**config.mk**
```make
export PLATFORM = sky130hd
export DESIGN_NAME = instr_mem
export DESIGN_NICKNAME = d
export VERILOG_FILES = /design/src/rtl/scic_pkg.sv /design/src/rtl/scic_ram_sp.sv /design/src/rtl/instr_mem.sv
export SDC_FILE = /design/constraint.sdc
export NUM_CORES = 1
export LEC_CHECK = 0
export ABC_CLOCK_PERIOD_IN_PS = 4100
export BUFFER_PORTS_ARGS = -buffer_cell sky130_fd_sc_hd__buf_4
export CAP_MARGIN = 15
export CORE_MARGIN = 2
export CORE_UTILIZATION = 62
export DETAILED_ROUTE_END_ITERATION = 16
export PLACE_DENSITY = 0.78
export SLEW_MARGIN = 20
export SYNTH_ARGS = -nofsm -noshare
export SYNTH_HDL_FRONTEND = slang
export SYNTH_SLANG_ARGS = --single-unit
```
**constraint.sdc**
```tcl
create_clock -name clk -period 4.1 [get_ports clk]
set_input_delay 0.205 -clock clk [delete_from_list [all_inputs] [get_ports clk]]
set_output_delay 0.205 -clock clk [all_outputs]
set_load 0.05 [all_outputs]
```
**src/rtl/scic_pkg.sv**
```systemverilog
// rtl/scic_pkg.sv - shared SCIC constants, opcodes and instr_mem state encoding
package scic_pkg;

    // Opcodes occupy the top 4 bits of each instruction word
    localparam logic [3:0] OP_ADD = 4'd1;
    localparam logic [3:0] OP_SL  = 4'd2;
    localparam logic [3:0] OP_SR  = 4'd3;
    localparam logic [3:0] OP_LI  = 4'd4;
    localparam logic [3:0] OP_LD  = 4'd5;
    localparam logic [3:0] OP_OR  = 4'd6;
    localparam logic [3:0] OP_ST  = 4'd7;
    localparam logic [3:0] OP_BR  = 4'd8;
    localparam logic [3:0] OP_AND = 4'd9;

    // An all-zero word decodes as a no-operation
    localparam logic [31:0] NOP = '0;

    typedef enum logic [1:0] {
        ST_CLEAR = 2'd0,
        ST_IDLE  = 2'd1,
        ST_LOAD  = 2'd2
    } imem_state_e;

endpackage

```
**src/rtl/scic_ram_sp.sv**
```systemverilog
// rtl/scic_ram_sp.sv - single-port synchronous RAM without reset
module scic_ram_sp #(
    parameter int DATA_WIDTH = 32,
    parameter int ADDR_WIDTH = 5
) (
    input  logic                  clk,
    input  logic                  we,
    input  logic [ADDR_WIDTH-1:0] addr,
    input  logic [DATA_WIDTH-1:0] wdata,
    output logic [DATA_WIDTH-1:0] rdata
);

    logic [DATA_WIDTH-1:0] mem_q [2**ADDR_WIDTH];

    // Write when enabled; the read port always registers the addressed word
    always_ff @(posedge clk) begin
        if (we) begin
            mem_q[addr] <= wdata;
        end
        rdata <= mem_q[addr];
    end

endmodule

```
**src/rtl/instr_mem.sv**
```systemverilog
// rtl/instr_mem.sv - self-clearing, stream-loadable instruction memory with registered fetch
module instr_mem
    import scic_pkg::*;
#(
    parameter int DATA_WIDTH = 32,
    parameter int ADDR_WIDTH = 5
) (
    input  logic                  clk,
    input  logic                  reset,
    input  logic                  chip_select,
    input  logic [ADDR_WIDTH-1:0] address,
    output logic [DATA_WIDTH-1:0] data_out,
    output logic                  data_valid,
    input  logic                  load_start,
    input  logic [ADDR_WIDTH:0]   load_len,
    input  logic [DATA_WIDTH-1:0] load_data,
    input  logic                  load_valid,
    output logic                  load_ready,
    output logic                  load_done,
    output logic                  busy
);

    localparam int                    DEPTH    = 2**ADDR_WIDTH;
    localparam logic [ADDR_WIDTH:0]   DEPTH_L  = (ADDR_WIDTH+1)'(DEPTH);
    localparam logic [ADDR_WIDTH:0]   REM_ONE  = (ADDR_WIDTH+1)'(1);
    localparam logic [ADDR_WIDTH-1:0] PTR_ONE  = ADDR_WIDTH'(1);
    localparam logic [ADDR_WIDTH-1:0] PTR_LAST = '1;
    localparam logic [DATA_WIDTH-1:0] NOP_W    = DATA_WIDTH'(NOP);

    imem_state_e           state_q;
    logic [ADDR_WIDTH-1:0] ptr_q;
    logic [ADDR_WIDTH:0]   rem_q;
    logic                  fetch_q;
    logic                  load_ready_q;
    logic                  load_done_q;
    logic                  busy_q;

    logic                  accept;
    logic                  ram_we;
    logic [ADDR_WIDTH-1:0] ram_addr;
    logic [DATA_WIDTH-1:0] ram_wdata;
    logic [DATA_WIDTH-1:0] ram_rdata;
    logic [ADDR_WIDTH:0]   len_clamped;

    // Port steering: the pointer owns the RAM in CLEAR/LOAD, the fetch address in IDLE
    always_comb begin
        accept      = (state_q == ST_LOAD) && load_valid;
        ram_we      = (state_q == ST_CLEAR) || accept;
        ram_addr    = (state_q == ST_IDLE) ? address : ptr_q;
        ram_wdata   = (state_q == ST_CLEAR) ? NOP_W : load_data;
        len_clamped = (load_len > DEPTH_L) ? DEPTH_L : load_len;
    end

    scic_ram_sp #(
        .DATA_WIDTH (DATA_WIDTH),
        .ADDR_WIDTH (ADDR_WIDTH)
    ) u_ram (
        .clk   (clk),
        .we    (ram_we),
        .addr  (ram_addr),
        .wdata (ram_wdata),
        .rdata (ram_rdata)
    );

    // Clear/idle/load sequencer with registered handshake and status outputs
    always_ff @(posedge clk) begin
        if (reset) begin
            state_q      <= ST_CLEAR;
            ptr_q        <= '0;
            rem_q        <= '0;
            fetch_q      <= 1'b0;
            load_ready_q <= 1'b0;
            load_done_q  <= 1'b0;
            busy_q       <= 1'b1;
        end else begin
            load_done_q <= 1'b0;
            fetch_q     <= (state_q == ST_IDLE) && chip_select;
            case (state_q)
                ST_CLEAR: begin
                    ptr_q <= ptr_q + PTR_ONE;
                    if (ptr_q == PTR_LAST) begin
                        state_q <= ST_IDLE;
                        busy_q  <= 1'b0;
                    end
                end
                ST_IDLE: begin
                    if (load_start) begin
                        ptr_q <= '0;
                        if (load_len == '0) begin
                            load_done_q <= 1'b1;
                        end else begin
                            rem_q        <= len_clamped;
                            state_q      <= ST_LOAD;
                            load_ready_q <= 1'b1;
                            busy_q       <= 1'b1;
                        end
                    end
                end
                ST_LOAD: begin
                    if (accept) begin
                        ptr_q <= ptr_q + PTR_ONE;
                        rem_q <= rem_q - REM_ONE;
                        if (rem_q == REM_ONE) begin
                            state_q      <= ST_IDLE;
                            load_ready_q <= 1'b0;
                            busy_q       <= 1'b0;
                            load_done_q  <= 1'b1;
                        end
                    end
                end
                default: begin
                    state_q <= ST_CLEAR;
                    ptr_q   <= '0;
                    busy_q  <= 1'b1;
                end
            endcase
        end
    end

    // Non-fetch cycles present NOP so the CPU never sees stale RAM output
    assign data_out   = fetch_q ? ram_rdata : NOP_W;
    assign data_valid = fetch_q;
    assign load_ready = load_ready_q;
    assign load_done  = load_done_q;
    assign busy       = busy_q;

endmodule

```
After elaboration in Yosys (flattened, before gate mapping):

Memory sizes are Yosys's and may differ from the RTL's. A register that Yosys moved wholly into a read port is not among the register bits.
Cells that the tools add are included.

* add/subtract/negate cells: 2
* $mul: 0
* div/mod/pow operators: 0
* $lt $le $gt $ge: 1
* equality and inequality tests: 9
* shift-type cells: 0
* muxes and demuxes: 31
* bitwise logic cells: 0
* reduce and logical (&&, ||, !) cells: 10

Operator list (number)
* two-way mux 32 bit: 2
* two-way mux 6 bit: 4
* two-way mux 5 bit: 3
* case mux 5 bit (3 select lines): 1
* case mux 6 bit (2 select lines): 1
* two-way mux 1 bit: 11
* two-way mux 2 bit: 5
* AND reduction 5 bit: 2
* equality test 6 x 1 -> 1 bit (second input constant): 1
* greater-than comparator 6 bit (second input constant): 1
* zero test 6 bit: 1
* inequality test 2 bit (second input constant): 3
* case mux 2 bit (3 select lines): 1
* subtractor 6 x 1 -> 6 bit (second input constant): 1
* adder 5 x 1 -> 5 bit (second input constant): 1
* equality test 5 bit (second input constant): 1
* inequality test 2 x 1 -> 1 bit (second input constant): 2
* case mux 1 bit (2 select lines): 2
* AND reduction 4 bit: 1
* case mux 1 bit (3 select lines): 1
* equality test 2 x 1 -> 1 bit (second input constant): 1
* equality test 2 bit (second input constant): 1
* logical AND 1 bit: 2
* zero test 2 bit: 1
* 3 further kinds: 3

* flip-flop bits (word level): 17
* bits in latches: 0
* RAM bits: 1024
* memory bits (read-only): 0
* input port bits: 48
* output and inout port bits: 36
* word-level logic and storage cells: 61
* memories kept: 1

Memories
* u_ram.mem_q: words 32, width 32, read ports 1, clocked after Yosys merged registers in 1, write ports 1, line scic_ram_sp.sv:13 `logic [DATA_WIDTH-1:0] mem_q [2**ADDR_WIDTH];`

Depth between registers and ports, before layout:

Gate-level depths: netlist of run 1.

* depth after elaboration: 5
* depth in mapped cells: 11

By module:

From an unflattened synthesis of run 1, not the netlist that was laid out.

* cell total of the unflattened synthesis: 2311
* area total of the unflattened synthesis: 41304.6 um^2

Modules (own cells, without submodules)
* scic_ram_sp: times used 1, cells an instance 2107, area each 39731.9 um^2, seq. area each 31390.1 um^2
* instr_mem: times used 1, cells an instance 204, area each 1572.8 um^2, seq. area each 340.3 um^2

Worst setup path after synthesis of run 1:

Ideal clock, no wire load.

* path type: reg2reg
* start point: register state_q[1]
* end point: memory u_ram.mem_q[0][0] (enable)
* setup time: 421 ps
* arrival time: 3288 ps
* data required time: 3679 ps
* setup slack: 391 ps
* cell stages (with the launch flop): 9
* path buffers: 3
* clock period less this slack: 3709 ps
* cells stage by stage: dfxtp_1 -> inv_1 -> ha_1 -> mux2i_2 -> buf_2 -> buf_2 -> buf_1 -> nand2_1 -> nor2_1

* word-level cells in the longest chain between the ends: 5
* elaborated cells on any way between the ends: 8
* those cells by class: eq/ne: 2; mux: 3; reduce/logical: 3

RTL lines
* start: declaration: line instr_mem.sv:30 `imem_state_e state_q;`
* start signal: assignment: line instr_mem.sv:68 `state_q <= ST_CLEAR;`
* start signal: assignment: line instr_mem.sv:82 `state_q <= ST_IDLE;`
* start signal: assignment: line instr_mem.sv:93 `state_q <= ST_LOAD;`
* equality test 2 bit: line instr_mem.sv:47 `accept = (state_q == ST_LOAD) && load_valid;`
* logical AND 1 bit: line instr_mem.sv:47
* logical OR 1 bit: line instr_mem.sv:48 `ram_we = (state_q == ST_CLEAR) || accept;`
* two-way mux 1 bit: line scic_ram_sp.sv:17 `if (we) begin`
* two-way mux 1 bit (implied by the code): line scic_ram_sp.sv:18 `mem_q[addr] <= wdata;`
* end: declaration: line scic_ram_sp.sv:13

Parallel ways exist; a longest one is shown, timed or not.

Worst setup path after layout of run 1:

* start point: register state_q[1]
* end point: register u_ram.rdata[25] (read register of u_ram.mem_q)

* word-level cells in the longest chain between the ends: 2

RTL lines
* equality test 2 x 1 -> 1 bit: line instr_mem.sv:49 `ram_addr = (state_q == ST_IDLE) ? address : ptr_q;`
* two-way mux 5 bit: line instr_mem.sv:49
* end: declaration: line scic_ram_sp.sv:10 `output logic [DATA_WIDTH-1:0] rdata`

No other way between the ends.
A chain may end at the register's enable or synchronous reset.

==> impl_metrics.env, run 1 <==
export IMPL_status="completed"
export IMPL_post_dp_cell_area_mm2=0.0448
export IMPL_tightestPinTransition_ns=1.21
export IMPL_fin_util_pct=72.5
export IMPL_critical_path_top_delay_family="multiplexers"
export IMPL_peakVddDrop_mv=0.450
export IMPL_numClockSinks=1073
export IMPL_synth_area_top_cells="sky130_fd_sc_hd__edfxtp_1, sky130_fd_sc_hd__mux2i_1, sky130_fd_sc_hd__mux4_2, sky130_fd_sc_hd__dfxtp_1, sky130_fd_sc_hd__o22ai_1"
export IMPL_finalClockSkew_ns=0.0223
export IMPL_power_leakage_nw=17.0
export IMPL_chipHeight_um=264
export IMPL_dpl_hpwl_mm=67.9
export IMPL_detail_route_drc_violations=0
export IMPL_synth_seq_cells=1073
export IMPL_edff_count_synth=1024
export IMPL_postSynth_asyncResetShare_pct=0
export IMPL_fillerInstances=3701
export IMPL_cellInternalPower_mw=22.0
export IMPL_clkLatencyLatePin_ns=0.65
export IMPL_floorplan_core_area_mm2=0.0672
export IMPL_globalRoute_totalOverflow=0
export IMPL_cts_buffers_inserted=102
export IMPL_route_final_wire_length_mm=117
export IMPL_ys_warnings_count=0
export IMPL_clk_slew_on_worst_s_h_paths_ns=0.06
export IMPL_vias=25700
export IMPL_yosys_most_used_dff="sky130_fd_sc_hd__edfxtp_1"
export IMPL_postCtsResizedCells=0
export IMPL_port_buffers=83
export IMPL_placement_rows=95
export IMPL_cp_data_required_time_ns=4.61
export IMPL_grt_first_pass_wirelength_mm=169
export IMPL_synth_sequential_area_ratio_pct=75.5
export IMPL_cap_violations=0
export IMPL_timing_critical_path_fanout_max=85
export IMPL_comb_power_share_pct=24.5
export IMPL_grt_start_max_net_pins=86
export IMPL_synthesis_nets=2550
export IMPL_wire_per_inst_um=32.2
export IMPL_critical_path_buf_inv_count=3
export IMPL_pwr_density_cell_mw_per_mm2=645
export IMPL_end_kind="flop"
export IMPL_viasPerCell=7.05
export IMPL_synth_avg_cell_area_um2=16.8
export IMPL_pwr_share_seq_pct=43.3
export IMPL_worst_path_largest_cell_delay_ns=0.78
export IMPL_layout_drive_gt1_share_pct=20.3
export IMPL_grt_setup_unrepaired="false"
export IMPL_fmax_ghz=0.261
export IMPL_clk_root_buffer_cell="sky130_fd_sc_hd__clkbuf_16"
export IMPL_io_pins=84
export IMPL_fin_nets=2740
export IMPL_initial_utilization_pct=62.5
export IMPL_max_slew_margin_pct=19.3
export IMPL_first_global_vias=25500
export IMPL_synthCells=2493
export IMPL_drt_first_iter_violations=4385
export IMPL_final_hold_violation_count=0
export IMPL_critPathKind="reg -> reg"
export IMPL_finalWeightedCongestion=0.885
export IMPL_tritoncts="yes"
export IMPL_power_switching_mw=9.42
export IMPL_cp_cell_sequence="inv_1, ha_4, mux2i_4, buf_12, mux4_2, a2111oi_0, buf_4, o211ai_1"
export IMPL_synth_lib_cells_used_distinct=64
export IMPL_reg2reg_setup_slack_ns=0.27
export IMPL_h_tree_depth=3
export IMPL_fin_worst_hold_slack_ns=0.0679
export IMPL_sw_frac_of_total_pct=30.0
export IMPL_min_period_over_period_pct=93.5
export IMPL_die_width_um=264
export IMPL_startpoint_type="flop"
export IMPL_timing_critical_path_slowest_stage_cell="sky130_fd_sc_hd__a2111oi_0"
export IMPL_clockBufferDepth=3
export IMPL_area_share_of_the_largest_cell_type_after_synthesis_pct=73.2
export IMPL_syn_cell_area_mm2=0.0420
export IMPL_antenna_left=0
export IMPL_number_of_antenna_violations_at_the_first_check_in_global_routing=4
export IMPL_timing_max_transition_violations_final=0
export IMPL_drt_pre_antenna_iters=6
export IMPL_syn2layout_area_growth_pct=15.9
export IMPL_finalInstanceArea_mm2=0.0487
export IMPL_clock_power_share_pct=32.2
export IMPL_setup_total_negative_slack_ns=0
export IMPL_setup_violations=0
export IMPL_die_footprint_mm2=0.0698
export IMPL_hp_class="in -> reg"
export IMPL_fin_crit_ns=3.83
export IMPL_grt_util_all_layers_pct=33.6
export IMPL_cell_taking_the_most_area_after_synthesis="sky130_fd_sc_hd__edfxtp_1"
export IMPL_cp_data_arrival_time_ns=4.35
[flip-flops by register name, indices dropped and copies added, names as in the netlist]
signal,cells
busy,1
data_valid,1
load_done,1
load_ready,1
ptr_q,5
rem_q,6
state_q,2
u_ram.mem_q,1024
u_ram.rdata,32
[worst reg2reg max path, stage by stage, from the launching register on]
cell and delay (ns):
sky130_fd_sc_hd__dfxtp_1 0.35, sky130_fd_sc_hd__inv_1 0.15, sky130_fd_sc_hd__ha_4 0.48, sky130_fd_sc_hd__mux2i_4 0.48, sky130_fd_sc_hd__buf_12 0.45, sky130_fd_sc_hd__mux4_2 0.71, sky130_fd_sc_hd__a2111oi_0 0.78, sky130_fd_sc_hd__buf_4 0.22
sky130_fd_sc_hd__o211ai_1 0.08
[routing by layer]
layer  routed length, um  vias to the layer above  share of wire (%)  track usage, %
met1               40300                    12800                 34            44.1
met4                6390                        0                5.4            16.9
met2               54900                     2161                 47            52.9
met5                   0                        -                  0               0
li1                    -                    10400                  -               -
met3               15600                      373                 13            8.25
[power by group through the flow]
| stage | Sequential, mW | Combinational, mW | Clock, mW |
|---|---|---|---|
| after global placement | 13.8 | 7.16 | 0 |
| after detailed placement | 13.8 | 7.40 | 0 |
| after floorplan | 13.7 | 4.58 | 0 |
| final | 13.6 | 7.69 | 10.1 |
| after CTS | 13.6 | 7.51 | 10.1 |
| after global routing | 13.7 | 8.01 | 10.5 |
[metrics by stage]
| step | std cells | setup WS [ns] | total power, mW |
|---|---|---|---|
| CTS | 3644 | 0.141 | 31.2 |
| global route | 3645 | 0.133 | 32.2 |
| detailed placement | 3441 | 0.354 | 21.2 |
| global placement | 3441 | 0.472 | 20.9 |
| finish | 3645 | 0.266 | 31.4 |
| floorplan | 2493 | 0.391 | 18.3 |
[cell usage after synthesis, drive strengths merged, types with 4 or more instances]
cell,instances
edfxtp,1024
and2,32
nor3b,7
a22o,16
a2111oi,22
buf,71
inv,10
dfxtp,49
nand4,9
nor4b,4
nor4,39
mux2i,266
nor2,77
a21oi,81
o21ai,149
ha,9
a22oi,6
mux4,63
nand3,4
nor2b,42
nor3,19
or2,6
o32ai,4
a221oi,25
a211oi,5
o211ai,22
nand2,146
clkbuf,84
a41oi,30
o22ai,111
a2bb2oi,22
[cell type report]
cell class | instances | area, um^2 | area share [%]
diodes | 1 | 2.50 | 0.00514
clock buffers | 130 | 2850 | 5.86
clock inverters | 62 | 795 | 1.63
inverters | 10 | 37.5 | 0.0771
multi-input cells | 1255 | 10100 | 20.8
flip-flops and latches | 1073 | 31700 | 65.2
well taps | 873 | 1090 | 2.24
repair buffers | 241 | 2020 | 4.16
[cell usage in the layout (no fill, tap or decap), types with 10 or more instances in the layout]
cell | synthesis | final
sky130_fd_sc_hd__bufinv_16 | 0 | 18
sky130_fd_sc_hd__nor4_1 | 38 | 38
sky130_fd_sc_hd__o22ai_1 | 111 | 111
sky130_fd_sc_hd__nor3_1 | 19 | 17
sky130_fd_sc_hd__inv_1 | 10 | 10
sky130_fd_sc_hd__and2_1 | 32 | 32
sky130_fd_sc_hd__buf_4 | 7 | 215
sky130_fd_sc_hd__mux2i_1 | 264 | 264
sky130_fd_sc_hd__o211ai_1 | 22 | 22
sky130_fd_sc_hd__dfxtp_1 | 49 | 48
sky130_fd_sc_hd__nand2_1 | 146 | 146
sky130_fd_sc_hd__clkbuf_1 | 84 | 13
sky130_fd_sc_hd__buf_12 | 0 | 15
sky130_fd_sc_hd__a22o_1 | 16 | 16
sky130_fd_sc_hd__mux4_2 | 63 | 63
sky130_fd_sc_hd__a221oi_1 | 25 | 25
sky130_fd_sc_hd__a21oi_1 | 81 | 81
sky130_fd_sc_hd__dlygate4sd3_1 | 0 | 11
sky130_fd_sc_hd__o21ai_0 | 136 | 136
sky130_fd_sc_hd__nor2_4 | 0 | 32
sky130_fd_sc_hd__clkbuf_16 | 0 | 106
sky130_fd_sc_hd__a2bb2oi_1 | 22 | 22
sky130_fd_sc_hd__a2111oi_0 | 22 | 22
sky130_fd_sc_hd__nor2b_4 | 0 | 26
sky130_fd_sc_hd__clkbuf_8 | 0 | 11
sky130_fd_sc_hd__edfxtp_1 | 1024 | 1024
sky130_fd_sc_hd__clkinv_1 | 0 | 12
sky130_fd_sc_hd__clkinv_2 | 0 | 20
sky130_fd_sc_hd__a41oi_1 | 30 | 29
sky130_fd_sc_hd__nor2_1 | 77 | 45
[logic make-up after synthesis]
| family | synth area share [%] |
|---|---|
| flip-flops | 75.5 |
| AO/OA/AOI/OAI | 7.74 |
| buffers and inverters | 1.71 |
| adder cells (fa/ha/maj) | 0.268 |
| multiplexers | 9.80 |
| AND/OR/NAND/NOR | 4.92 |
| XOR/XNOR | 0.0209 |
[worst paths after layout]
kind | endpoint | depth (start not counted) | start
worst min-delay path | rem_q[3] | 4 | load_len[3]
worst max-delay path | u_ram.rdata[25] | 8 | state_q[1]
worst max register to register | u_ram.rdata[25] | 8 | state_q[1]
worst min register to register | load_ready | 2 | load_ready
[repair_timing]
action                    in CTS  in global routing
hold buffers                  11                  0
hold endpoints to repair      17                  0
buffers inserted               0                  0
Note: power is estimated with default switching activity, not from simulation.
==> run 2, diff against run 1 <==
BUFFER_PORTS_ARGS = -buffer_cell sky130_fd_sc_hd__buf_2   (was -buffer_cell sky130_fd_sc_hd__buf_4)
==> run 2 against run 1 <==
Net effect: power decreased by 1.6%; largest cell class unchanged; non-clock buffer count decreased by 23; clock power decreased by 6%.
==> impl_metrics.env, run 2 (synthesis gave the netlist of run 1 again) <==
export IMPL_hp_class="in -> reg"
export IMPL_port_buffers=83
export IMPL_dpl_hpwl_mm=68.3
export IMPL_tritoncts="yes"
export IMPL_fin_nets=2714
export IMPL_cts_post_setup_buffers_inserted=0
export IMPL_peakVddDrop_mv=0.489
export IMPL_vias=25800
export IMPL_timing_critical_path_fanout_max=19
export IMPL_route_final_wire_length_mm=118
export IMPL_grt_util_all_layers_pct=33.8
export IMPL_numClockSinks=1073
export IMPL_grt_first_pass_wirelength_mm=170
export IMPL_antenna_left=0
export IMPL_min_period_over_period_pct=92.4
export IMPL_grt_setup_unrepaired="false"
export IMPL_biggestRegsByFlops="u_ram.mem_q x1024, u_ram.rdata x32, rem_q x6"
export IMPL_max_slew_margin_pct=18.4
export IMPL_power_leakage_nw=16.8
export IMPL_clockBufferDepth=3
export IMPL_drt_first_iter_violations=4294
export IMPL_cts_buffers_inserted=99
export IMPL_largest_register_ff_count=1024
export IMPL_floorplan_core_area_mm2=0.0672
export IMPL_layout_drive_gt1_share_pct=19.1
export IMPL_globalRoute_totalOverflow=0
export IMPL_die_footprint_mm2=0.0698
export IMPL_multiInputGateArea_mm2=0.0101
export IMPL_fin_util_pct=71.8
export IMPL_grt_start_max_net_pins=67
export IMPL_placement_rows=95
export IMPL_fillerInstances=3817
export IMPL_startpoint_type="flop"
export IMPL_cp_data_required_time_ns=4.64
export IMPL_status="completed"
export IMPL_cp_cell_sequence="inv_1, ha_1, inv_1, o21ai_1, nor3_1, buf_4, nand3_1, dlygate4sd3_1, a21oi_1, dlygate4sd3_1"
export IMPL_clk_slew_on_worst_s_h_paths_ns=0.06
export IMPL_setup_total_negative_slack_ns=0
export IMPL_mostFrequentLayoutCell="sky130_fd_sc_hd__edfxtp_1"
export IMPL_pwr_density_cell_mw_per_mm2=641
export IMPL_initial_utilization_pct=62.5
export IMPL_timing_critical_path_slowest_stage_cell="sky130_fd_sc_hd__o21ai_1"
export IMPL_io_pins=84
export IMPL_number_of_antenna_violations_at_the_first_check_in_global_routing=2
export IMPL_timing_max_transition_violations_final=0
export IMPL_syn2layout_area_growth_pct=14.8
export IMPL_setup_violations=0
export IMPL_cp_data_arrival_time_ns=4.33
export IMPL_end_kind="flop"
export IMPL_h_tree_depth=3
export IMPL_report_power_total_mw=30.9
export IMPL_die_width_um=264
export IMPL_final_hold_violation_count=0
export IMPL_clkLatencyLatePin_ns=0.67
export IMPL_final_seq_area_mm2=0.0317
export IMPL_first_global_vias=25400
export IMPL_critPathKind="reg -> reg"
export IMPL_drt_pre_antenna_iters=6
export IMPL_wire_per_inst_um=32.7
export IMPL_detail_route_drc_violations=0
export IMPL_worst_path_largest_cell_delay_ns=0.74
export IMPL_viasPerCell=7.15
export IMPL_chipHeight_um=264
export IMPL_finalClockSkew_ns=0.0210
export IMPL_cap_violations=0
export IMPL_finalWeightedCongestion=0.887
export IMPL_fmax_ghz=0.264
export IMPL_max_flop_register="u_ram.mem_q"
export IMPL_clk_root_buffer_cell="sky130_fd_sc_hd__clkbuf_16"
export IMPL_tightestPinTransition_ns=1.22
export IMPL_fin_crit_ns=3.79
export IMPL_most_common_layout_cells="sky130_fd_sc_hd__edfxtp_1, sky130_fd_sc_hd__mux2i_1, sky130_fd_sc_hd__nand2_1"
-- run 2: cell count changes in the layout (fill, tap and decap cells not counted), moves of 4 or more --
cell	change
sky130_fd_sc_hd__buf_2	+83
sky130_fd_sc_hd__clkbuf_8	-4
sky130_fd_sc_hd__clkbuf_16	-4
sky130_fd_sc_hd__clkinv_2	-5
sky130_fd_sc_hd__bufinv_16	-5
sky130_fd_sc_hd__clkinv_1	+5
sky130_fd_sc_hd__buf_12	+17
sky130_fd_sc_hd__clkbuf_1	+6
sky130_fd_sc_hd__buf_4	-121
-- run 2: metal layers --
| metal | part of all wire [%] | GRT usage, % | up-vias | wire (um) |
|---|---|---|---|---|
| met1 | 35 | 46.0 | 12800 | 41200 |
| met2 | 46 | 52.2 | 2289 | 54900 |
| met4 | 4.7 | 15.5 | 4 | 5550 |
| met3 | 14 | 8.39 | 390 | 16600 |
| li1 | - | - | 10300 | - |
| met5 | 0.047 | 0 | - | 56 |
-- run 2: stage by stage --
stage	area, um^2	hold slack, ns	setup slack (ns)	std cells
finish	48200	0.0282	0.311	3614
global route	48200	0.0512	0.0887	3613
CTS	48100	0.00587	0.395	3613
detailed placement	44700	0.459	0.619	3420
global placement	44600	0.451	0.740	3419
floorplan	42000	0.328	0.391	2493
-- run 2: power by group --
part | switching [mW] | total [mW] | internal [mW]
clock network | 3.97 | 9.47 | 5.51
registers | 0.336 | 13.6 | 13.3
logic | 5.21 | 7.80 | 2.58
total | 9.52 | 30.9 | 21.4
-- run 2: final timing paths --
| path | startpoint | endpoint | slack (ns) | cells past startpoint |
|---|---|---|---|---|
| max | state_q[0] | rem_q[0] | 0.31 | 10 |
| min | load_len[5] | rem_q[3] | 0.03 | 4 |
| min reg2reg | busy | busy | 0.47 | 1 |
| max reg2reg | state_q[0] | rem_q[0] | 0.31 | 10 |
-- run 2: cell type report --
class	count	area share (%)
antenna	1	0.00519
multi-input combinational	1255	21.0
tap	873	2.27
timing repair buffer	218	3.84
inverter	10	0.0779
clock inverter	56	1.33
sequential	1073	65.8
clock buffer	128	5.64
-- run 2: worst max-delay path: cells and delay by family (launching register included) --
family	cells	cell delay, ns
AND/OR/NAND/NOR	2	0.25
buffers and inverters	5	1.69
adder cells (fa/ha/maj)	1	0.54
AO/OA/AOI/OAI	2	0.82
flip-flops	1	0.38
-- run 2: repair_timing --
item,CTS,global route
endpoints found under the hold margin,17,0
hold buffers,9,0
resized for setup,0,0
